File: src/rtl/param_sram_2p.sv
// Simple dual-port synchronous RAM with byte-lane writes, write-first same-address
// bypass, a registered read-valid flag and a hardware zero-fill engine.
module param_sram_2p #(
    parameter  int DATA_W = 16,
    parameter  int ADDR_W = 4,
    localparam int NBE    = DATA_W / 8
) (
    input  logic              clok,
    input  logic              rst,
    input  logic              wri,
    input  logic [ADDR_W-1:0] wr_add,
    input  logic [DATA_W-1:0] data_in,
    input  logic [NBE-1:0]    be,
    input  logic              rd,
    input  logic [ADDR_W-1:0] rd_add,
    input  logic              clr,
    output logic [DATA_W-1:0] data_out,
    output logic              rd_valid,
    output logic              busy
);

    localparam int              DEPTH    = 1 << ADDR_W;
    localparam logic [ADDR_W:0] CNT_LAST = (ADDR_W + 1)'(DEPTH - 1);

    typedef enum logic {
        S_FILL  = 1'b0,
        S_READY = 1'b1
    } state_t;

    state_t              r_state;
    state_t              w_state_nxt;
    logic [ADDR_W:0]     r_cnt;
    logic [ADDR_W:0]     w_cnt_nxt;

    logic [DATA_W-1:0]   r_mem [DEPTH];
    logic [DATA_W-1:0]   r_data_out;
    logic                r_rd_valid;

    logic                w_fill;
    logic                w_usr_wr;
    logic                w_usr_rd;
    logic                w_mem_we;
    logic [ADDR_W-1:0]   w_mem_addr;
    logic [DATA_W-1:0]   w_mem_wdata;
    logic [NBE-1:0]      w_mem_mask;
    logic [DATA_W-1:0]   w_rd_data;

    always_ff @(posedge clok or posedge rst) begin
        if (rst) begin
            r_state <= S_FILL;
            r_cnt   <= '0;
        end else begin
            r_state <= w_state_nxt;
            r_cnt   <= w_cnt_nxt;
        end
    end

    // The wide counter lets the DEPTH-1 terminal compare see the last address
    // without wrapping back to zero first.
    always_comb begin
        w_state_nxt = r_state;
        w_cnt_nxt   = r_cnt;
        case (r_state)
            S_FILL: begin
                if (r_cnt == CNT_LAST) begin
                    w_state_nxt = S_READY;
                    w_cnt_nxt   = '0;
                end else begin
                    w_cnt_nxt = r_cnt + 1'b1;
                end
            end
            S_READY: begin
                if (clr) begin
                    w_state_nxt = S_FILL;
                    w_cnt_nxt   = '0;
                end
            end
            default: begin
                w_state_nxt = S_FILL;
                w_cnt_nxt   = '0;
            end
        endcase
    end

    // A clr cycle swallows any user access issued alongside it.
    always_comb begin
        w_fill      = (r_state == S_FILL);
        w_usr_wr    = !w_fill && wri && !clr;
        w_usr_rd    = !w_fill && rd && !clr;
        w_mem_we    = w_fill || w_usr_wr;
        w_mem_addr  = w_fill ? r_cnt[ADDR_W-1:0] : wr_add;
        w_mem_wdata = w_fill ? '0 : data_in;
        w_mem_mask  = w_fill ? '1 : be;
    end

    always_ff @(posedge clok) begin
        if (w_mem_we) begin
            for (int i = 0; i < NBE; i++) begin
                if (w_mem_mask[i]) begin
                    r_mem[w_mem_addr][8*i +: 8] <= w_mem_wdata[8*i +: 8];
                end
            end
        end
    end

    // Write-first bypass: enabled lanes of a same-address write replace stale data.
    always_comb begin
        w_rd_data = r_mem[rd_add];
        for (int i = 0; i < NBE; i++) begin
            if (w_usr_wr && (wr_add == rd_add) && be[i]) begin
                w_rd_data[8*i +: 8] = data_in[8*i +: 8];
            end
        end
    end

    always_ff @(posedge clok or posedge rst) begin
        if (rst) begin
            r_data_out <= '0;
            r_rd_valid <= 1'b0;
        end else begin
            r_rd_valid <= w_usr_rd;
            if (w_usr_rd) begin
                r_data_out <= w_rd_data;
            end
        end
    end

    assign data_out = r_data_out;
    assign rd_valid = r_rd_valid;
    assign busy     = (r_state == S_FILL);

endmodule

File: config.mk
export PLATFORM = sky130hd
export DESIGN_NAME = param_sram_2p
export DESIGN_NICKNAME = d
export VERILOG_FILES = /design/src/rtl/param_sram_2p.sv
export SDC_FILE = /design/constraint.sdc
export NUM_CORES = 1
export LEC_CHECK = 0
export ABC_AREA = 1
export BUFFER_PORTS_ARGS = -buffer_cell sky130_fd_sc_hd__buf_2
export CORE_MARGIN = 2
export CORE_UTILIZATION = 35
export CTS_CLUSTER_DIAMETER = 80
export CTS_CLUSTER_SIZE = 14
export DETAILED_ROUTE_END_ITERATION = 10
export GPL_TIMING_DRIVEN = 0
export SKIP_CTS_REPAIR_TIMING = 1
export SLEW_MARGIN = 20
export SYNTH_ARGS = -nofsm -noshare
export SYNTH_HDL_FRONTEND = slang
export SYNTH_SLANG_ARGS = --single-unit
File: constraint.sdc
create_clock -name clok -period 3 [get_ports clok]
set_input_delay 0.15 -clock clok [delete_from_list [all_inputs] [get_ports clok]]
set_output_delay 0.15 -clock clok [all_outputs]
set_load 0.01 [all_outputs]
# Yosys cells after proc, flatten, opt, wreduce, memory -nomap -nowiden
# Memories as Yosys holds them, arrays and structs flattened. A register that Yosys moved wholly into a read port is not among the register bits.
# Index checks and enable logic that the tools add are counted.
[totals] register_bits=7 ramBits=256 input_bits=31 out_inout_bits=18 wordCells=29 mem_count=1
[memory_table] name="r_mem" depth=16 width=16 rd=1 rd_clocked_by_memory_dff=1 wr=1 line_no="35" text="logic [DATA_W-1:0] r_mem [DEPTH];"
[op_classes] add_sub_neg=1 eq_ne=2 n_mux=15 bitwise_logic=1 reduce_logical=6
[ops] cell="two-way mux 16 bit" n=1
[ops] cell="two-way mux 5 bit" n=2
[ops] cell="one-hot mux 5 bit (2 select lines)" n=1
[ops] cell="two-way mux 1 bit" n=8
[ops] cell="adder 5 x 1 -> 5 bit (second input constant)" n=1
[ops] cell="equality test 5 x 4 -> 1 bit (second input constant)" n=1
[ops] cell="logical AND 1 bit" n=4
[ops] cell="two-way mux 4 bit" n=1
[ops] cell="two-way mux 2 bit" n=1
[ops] cell="inequality test 2 bit (second input constant)" n=1
[ops] cell="one-hot mux 1 bit (2 select lines)" n=1
[ops] cell="zero test 1 bit" n=1
[ops] cell="logical OR 1 bit" n=1
[ops] cell="NOT 1 bit" n=1

# Depth between registers and ports, before layout
# Gate-level depths: netlist of the first run.
[depth] depth_word=5 mapped_depth=11

# Worst setup path after synthesis of the first run
# OpenSTA, ideal clock, no wires.
[synth_path] path_type="register -> register" start="register r_state" end="memory r_mem[10][0] (enable)" setup_time_ns=0.370 arrival_time_ns=1.564 setup_slack_ns=1.066 stages_incl_launch_ff=7 synth_period_minus_slack_ns=1.934 cell_sequence="dfrtp_1 -> buf_6 -> clkbuf_8 -> o21ai_2 -> inv_1 -> buf_2 -> nor2_1"
[synth_between] elab_chain_cells=5
[synth_rtl] item="start: declaration" line_no="30" text="state_t r_state;"
[synth_rtl] item="start signal: assignment" line_no="53" text="r_state <= w_state_nxt;"
[synth_rtl] item="logical AND 1 bit (2 in series)" line_no="88" text="w_usr_wr = !w_fill && wri && !clr;"
[synth_rtl] item="logical OR 1 bit" line_no="90" text="w_mem_we = w_fill || w_usr_wr;"
[synth_rtl] item="two-way mux 1 bit" line_no="97" text="if (w_mem_we) begin"
[synth_rtl] item="two-way mux 1 bit (not written as such)" line_no="100" text="r_mem[w_mem_addr][8*i +: 8] <= w_mem_wdata[8*i +: 8];"
[synth_rtl] item="end: declaration" line_no="35"
# Parallel ways exist; a longest one is shown, timed or not.

# Worst setup path in the final report of the first run
[layout_path] start="register r_state" end="memory r_mem[8][2] (enable)"
# Same word-level chain as after synthesis.

==> impl_metrics.ini, run 1 <==
[run_status]
outcome = complete, but fails checks
violations = negative hold slack

[clocking]
clk_pin_slew_ps = 70
clk_latency_ps = 530
numCtsBuffers = 23
clock_path_buffers = 3
cts_root_buf = clkbuf_16
cts_tree = built
numClockSinks = 279
htreeDepth = 1

[logic_synthesis]
ys.warnings.count = 0
postSynthCellCount = 1215
synth_area_leaders = edfxtp_1 (62%), nand2_1 (15%), nand3_1 (6.7%), dfrtp_1 (4.7%), inv_1 (3.6%)
synthArstFlopShare_pct = 8.24
synth-main-ff-cell = edfxtp_1
synth_commonest_cells = nand2_1 (483), edfxtp_1 (256), nand3_1 (166)
avgSynthCellArea_um2 = 10.2
ys_types = 31
ys_seq_elements = 279
synth_seq_area_share_pct = 66.9
syn-num-nets = 1247
yosysTopAreaCell = edfxtp_1
yosysMostFrequentCell = nand2_1
mappedNetlistArea_mm2 = 0.0124
synth_top_cell_area_share_pct = 62.2
synth_edf_count = 256

[place]
dp_hpwl_um = 25200
dp.cells = 1716
gp_congestion = 0.980
io_buffer_count = 46

[drt]
drt_iter0_drc = 835
detail_route.first_pass.iterations = 5
drc_errors = 0
vias = 8920
via_per_inst = 5.07
routed_wl_um = 35100
wl_per_cell_um = 19.9
postRouteAntennaNets = 0

[worst_setup_path]
required_ps = 3150
cp-end-kind = flip-flop
cp_data_arrival_time_ps = 2760
crit_type = reg -> reg
path_max_fanout = 10
critPathLaunchType = flip-flop

[timing]
rsz0062_at_grt = false
layout_min_cycle_time_ps = 2610
finalHoldViolCount = 1
timing.hold.ws_ps = -2.53
slew-limit-headroom_pct = 32.6
worst_pin_slew_ps = 1010
finalCritPeriodShare_pct = 87.1
clock_skew_ps = 16.0
maxSlewViolCount = 0
tns_ps = 0
setup_viol_count_final = 0
fmax_ghz = 0.383

[power_and_ir_drop]
finalPower_mw = 11.9
max-vdd-ir-drop_uv = 424
power_density_mw_per_mm2 = 863
leakage_nw = 5.92

[global_routing]
track_usage_pct = 19.3
grt_max_degree = 24
overflow = 0
grt_first_pass_wirelength_um = 51500
antenna_found_initial = 0
grt_pass1_vias = 8484

[floorplanning]
die_x_um = 192
fp-row-count = 68
core_area_mm2 = 0.0346
pin_count = 49
dieArea_mm2 = 0.0368
die_height_um = 192
initial_core_util_pct = 35.7

[flow_run]
drv_cap = 0

[cells_and_area]
drive_gt1_share_pct = 9.59
final_core_util_pct = 39.9
multi_input_area_mm2 = 0.00329
area_growth_pct = 11.8
regArea_mm2 = 0.00826
nNetsFinal = 1319
final.fill_count = 3388
final_cells = 1759
n_antenna_cell = 0

[worst_hold_path]
hp-class = in -> reg
-- layout make-up --
| cell class | instances | area share (%) |
|---|---|---|
| clock inverters | 1 | 0.0634 |
| inverters | 121 | 3.34 |
| repair buffers | 47 | 1.74 |
| plain buffers | 62 | 2.47 |
| flip-flops and latches | 279 | 59.8 |
| clock buffers | 41 | 4.65 |
| well taps | 455 | 4.12 |
| multi-input cells | 753 | 23.8 |
-- path summary, 6_finish.rpt --
path	from	to	slack, ps	depth (start not counted)
hold / removal	rd	data_out[13]	-3	4
max in group asynchronous	rst	rd_valid	2100	3
setup / recovery	r_state	r_mem[8][2]	390	6
hold reg to reg	data_out[4]	data_out[4]	490	2
min in group asynchronous	rst	r_cnt[3]	350	3
setup reg to reg	r_state	r_mem[8][2]	390	6
-- metrics by stage --
step | cell area, um2 | setup slack, ps
floorplan | 12400 | 1070
global placement | 13200 | 404
detailed placement | 13200 | 378
CTS | 13800 | 370
global route | 13800 | 282
finish | 13800 | 388
-- worst max-delay path: stages (launching register included) --
cell and delay [ps]:
dfrtp_1 380, buf_6 150, clkbuf_8 160, o21ai_2 210, inv_1 280, buf_2 250
nor2_1 790
-- registers in the layout, indices dropped and copies added, names as in the netlist --
signal	count
r_mem	256
data_out	16
r_cnt	5
r_state	1
rd_valid	1
-- power breakdown --
| part | switching, mW | internal [mW] | leakage [nW] |
|---|---|---|---|
| Combinational | 2.45 | 0.796 | 2.93 |
| Sequential | 0.269 | 5.62 | 2.68 |
| Clock | 1.33 | 1.45 | 0.309 |
| Total | 4.05 | 7.87 | 5.92 |
-- cell families (layout without fill, tap and decap cells) --
family / after synthesis / count (layout) / synth area share [%]
fa+ha+maj: 1 / 1 / 0.101
flops: 279 / 279 / 66.9
buf+inv: 183 / 272 / 6.50
compound gates: 26 / 26 / 1.46
simple gates: 726 / 726 / 25.1
-- cell usage in the layout, fill, tap and decap left out, types with 2 or more instances in the layout --
cell type	n
buf_1	11
nand2_2	6
nand4_1	18
dfrtp_1	23
buf_2	72
nor2_8	2
o21ai_0	6
nand2_1	483
nor2_1	42
buf_4	2
nand3_1	166
nand2_4	3
clkbuf_16	23
edfxtp_1	256
buf_6	3
inv_1	118
nand3_4	2
o21ai_2	2
o211ai_1	16
clkbuf_1	34
nand3_2	3
-- per-layer routing --
| layer | part of all wire, % | wire [um] | vias up | GRT usage [%] |
|---|---|---|---|---|
| li1 | - | - | 4159 | - |
| met1 | 41 | 14400 | 4319 | 26.0 |
| met2 | 47 | 16500 | 370 | 31.6 |
| met3 | 8.2 | 2870 | 72 | 2.96 |
| met4 | 3.8 | 1340 | 0 | 7.34 |
| met5 | 0 | 0 | - | 0 |
No activity file was read; power rests on OpenSTA's default activity.
==> run 2, diff against run 1 <==
- HOLD_SLACK_MARGIN: unset -> 0.05
==> impl_metrics.ini, run 2 (synthesis results as in run 1) <==
[worst_hold_path]
whs_path_depth = 5
holdCritStartpoint = data_in[5]
min_to = data_out[5]
hp-class = in -> reg

[drt]
wl_per_cell_um = 19.9
detail_route.first_pass.iterations = 5
routed_wl_um = 35100
vias = 8881
drt_iter0_drc = 927
drc_errors = 0
via_per_inst = 5.04
wl_met1_um = 14800
postRouteAntennaNets = 0
routed.top_layer = met4
wl_met3_um = 2540
wl_met2_um = 16500

[worst_setup_path]
cp-end-kind = flip-flop
required_ps = 3140
r2r_start = r_state
crit_type = reg -> reg
cp_slowest_cell = nor2_1
cp.buffers_inverters = 4
critPathTopFamily = buffers and inverters
rrSetupSlack_ps = 370
crit_chain = buf_6 -> clkbuf_8 -> o21ai_2 -> inv_1 -> buf_2 -> nor2_1
critPathLaunchType = flip-flop
reg2reg_to = r_mem[8][2]
rr_worst_depth = 6
critical_path.max_stage_delay_ps = 790
cp_data_arrival_time_ps = 2770
path_max_fanout = 10

[global_routing]
antenna_found_initial = 0
grt_first_pass_wirelength_um = 51500
track_usage_pct = 19.3
grt_max_degree = 24
overflow = 0
grt_pass1_vias = 8484

[run_status]
outcome = finished clean

[cells_and_area]
final_common_cell = nand2_1
area_growth_pct = 12.1
n_antenna_cell = 0
nNetsFinal = 1322
regMostFlops = r_mem
final_core_util_pct = 40.0
layout_common_cells = nand2_1 (483), edfxtp_1 (256), nand3_1 (166), inv_1 (118), buf_2 (72)
largest_reg_flops = 256
drive_gt1_share_pct = 9.56

[floorplanning]
core_area_mm2 = 0.0346
pin_count = 49
fp-row-count = 68
initial_core_util_pct = 35.7
die_x_um = 192
die_height_um = 192
dieArea_mm2 = 0.0368

[timing]
layout_min_cycle_time_ps = 2630
setup_viol_count_final = 0
rsz0062_at_grt = false
tns_ps = 0
fmax_ghz = 0.381
maxSlewViolCount = 0
finalHoldViolCount = 0
slew-limit-headroom_pct = 32.4
worst_pin_slew_ps = 1010
finalCritPeriodShare_pct = 87.6
clock_skew_ps = 13.9

[power_and_ir_drop]
max-vdd-ir-drop_uv = 426
power_density_mw_per_mm2 = 860
leakage_nw = 5.93

[place]
dp_hpwl_um = 25200
io_buffer_count = 46
gp_congestion = 0.980

[clocking]
clock_path_buffers = 3
numClockSinks = 279
numCtsBuffers = 23
clk_pin_slew_ps = 70
htreeDepth = 1
cts_root_buf = clkbuf_16
cts_tree = built
clk_latency_ps = 530

[flow_run]
drv_cap = 0
run 2: cell count changes in the layout (fill, tap and decap cells not counted):
cell,delta
dlygate4sd3_1,+3
run 2: worst max path at each step:
stage / start / to / depth (start not counted)
2_1_floorplan: r_state / r_mem[10][0] / 6
3_3_place_gp: r_state / r_mem[9][4] / 6
3_5_place_dp: r_state / r_mem[8][2] / 6
4_1_cts: r_state / r_mem[8][7] / 6
5_1_grt: r_state / r_mem[9][6] / 6
6_report: r_state / r_mem[8][2] / 6
run 2: power by group:
part	internal, mW	total, mW	switching (mW)
clock network	1.45	2.78	1.33
registers	5.62	5.90	0.271
logic	0.799	3.24	2.44
run 2: worst reg2reg max path, cell delays in order (launching register included):
cell and delay (ps):
dfrtp_1 380, buf_6 150, clkbuf_8 160, o21ai_2 220, inv_1 290, buf_2 260
nor2_1 790
run 2: layout make-up:
type                    count  area (um2)
plain buffers              62         342
clock buffers              41         643
clock inverters             1        8.76
fillers                  3384       20800
inverters                 121         462
multi-input cells         753        3290
flip-flops and latches    279        8260
well taps                 455         569
repair buffers             50         270
run 2: routing by layer:
metal | global-route usage, % | vias up
li1 | - | 4160
met1 | 26.0 | 4318
met2 | 31.6 | 329
met3 | 2.96 | 74
met4 | 7.34 | 0
met5 | 0 | -
run 2: stage by stage:
| stage | worst slack [ps] | hold WS [ps] | total power, mW | instance area (um2) | instances |
|---|---|---|---|---|---|
| final | 373 | 27.3 | 11.9 | 13800 | 1762 |
| after CTS | 370 | -187 | 12.0 | 13800 | 1758 |
| after detailed placement | 378 | 373 | 9.21 | 13200 | 1716 |
| after global routing | 282 | 57.6 | 12.5 | 13800 | 1762 |
| after global placement | 404 | 373 | 9.13 | 13200 | 1716 |
| after floorplan | 1070 | 152 | 8.00 | 12400 | 1215 |
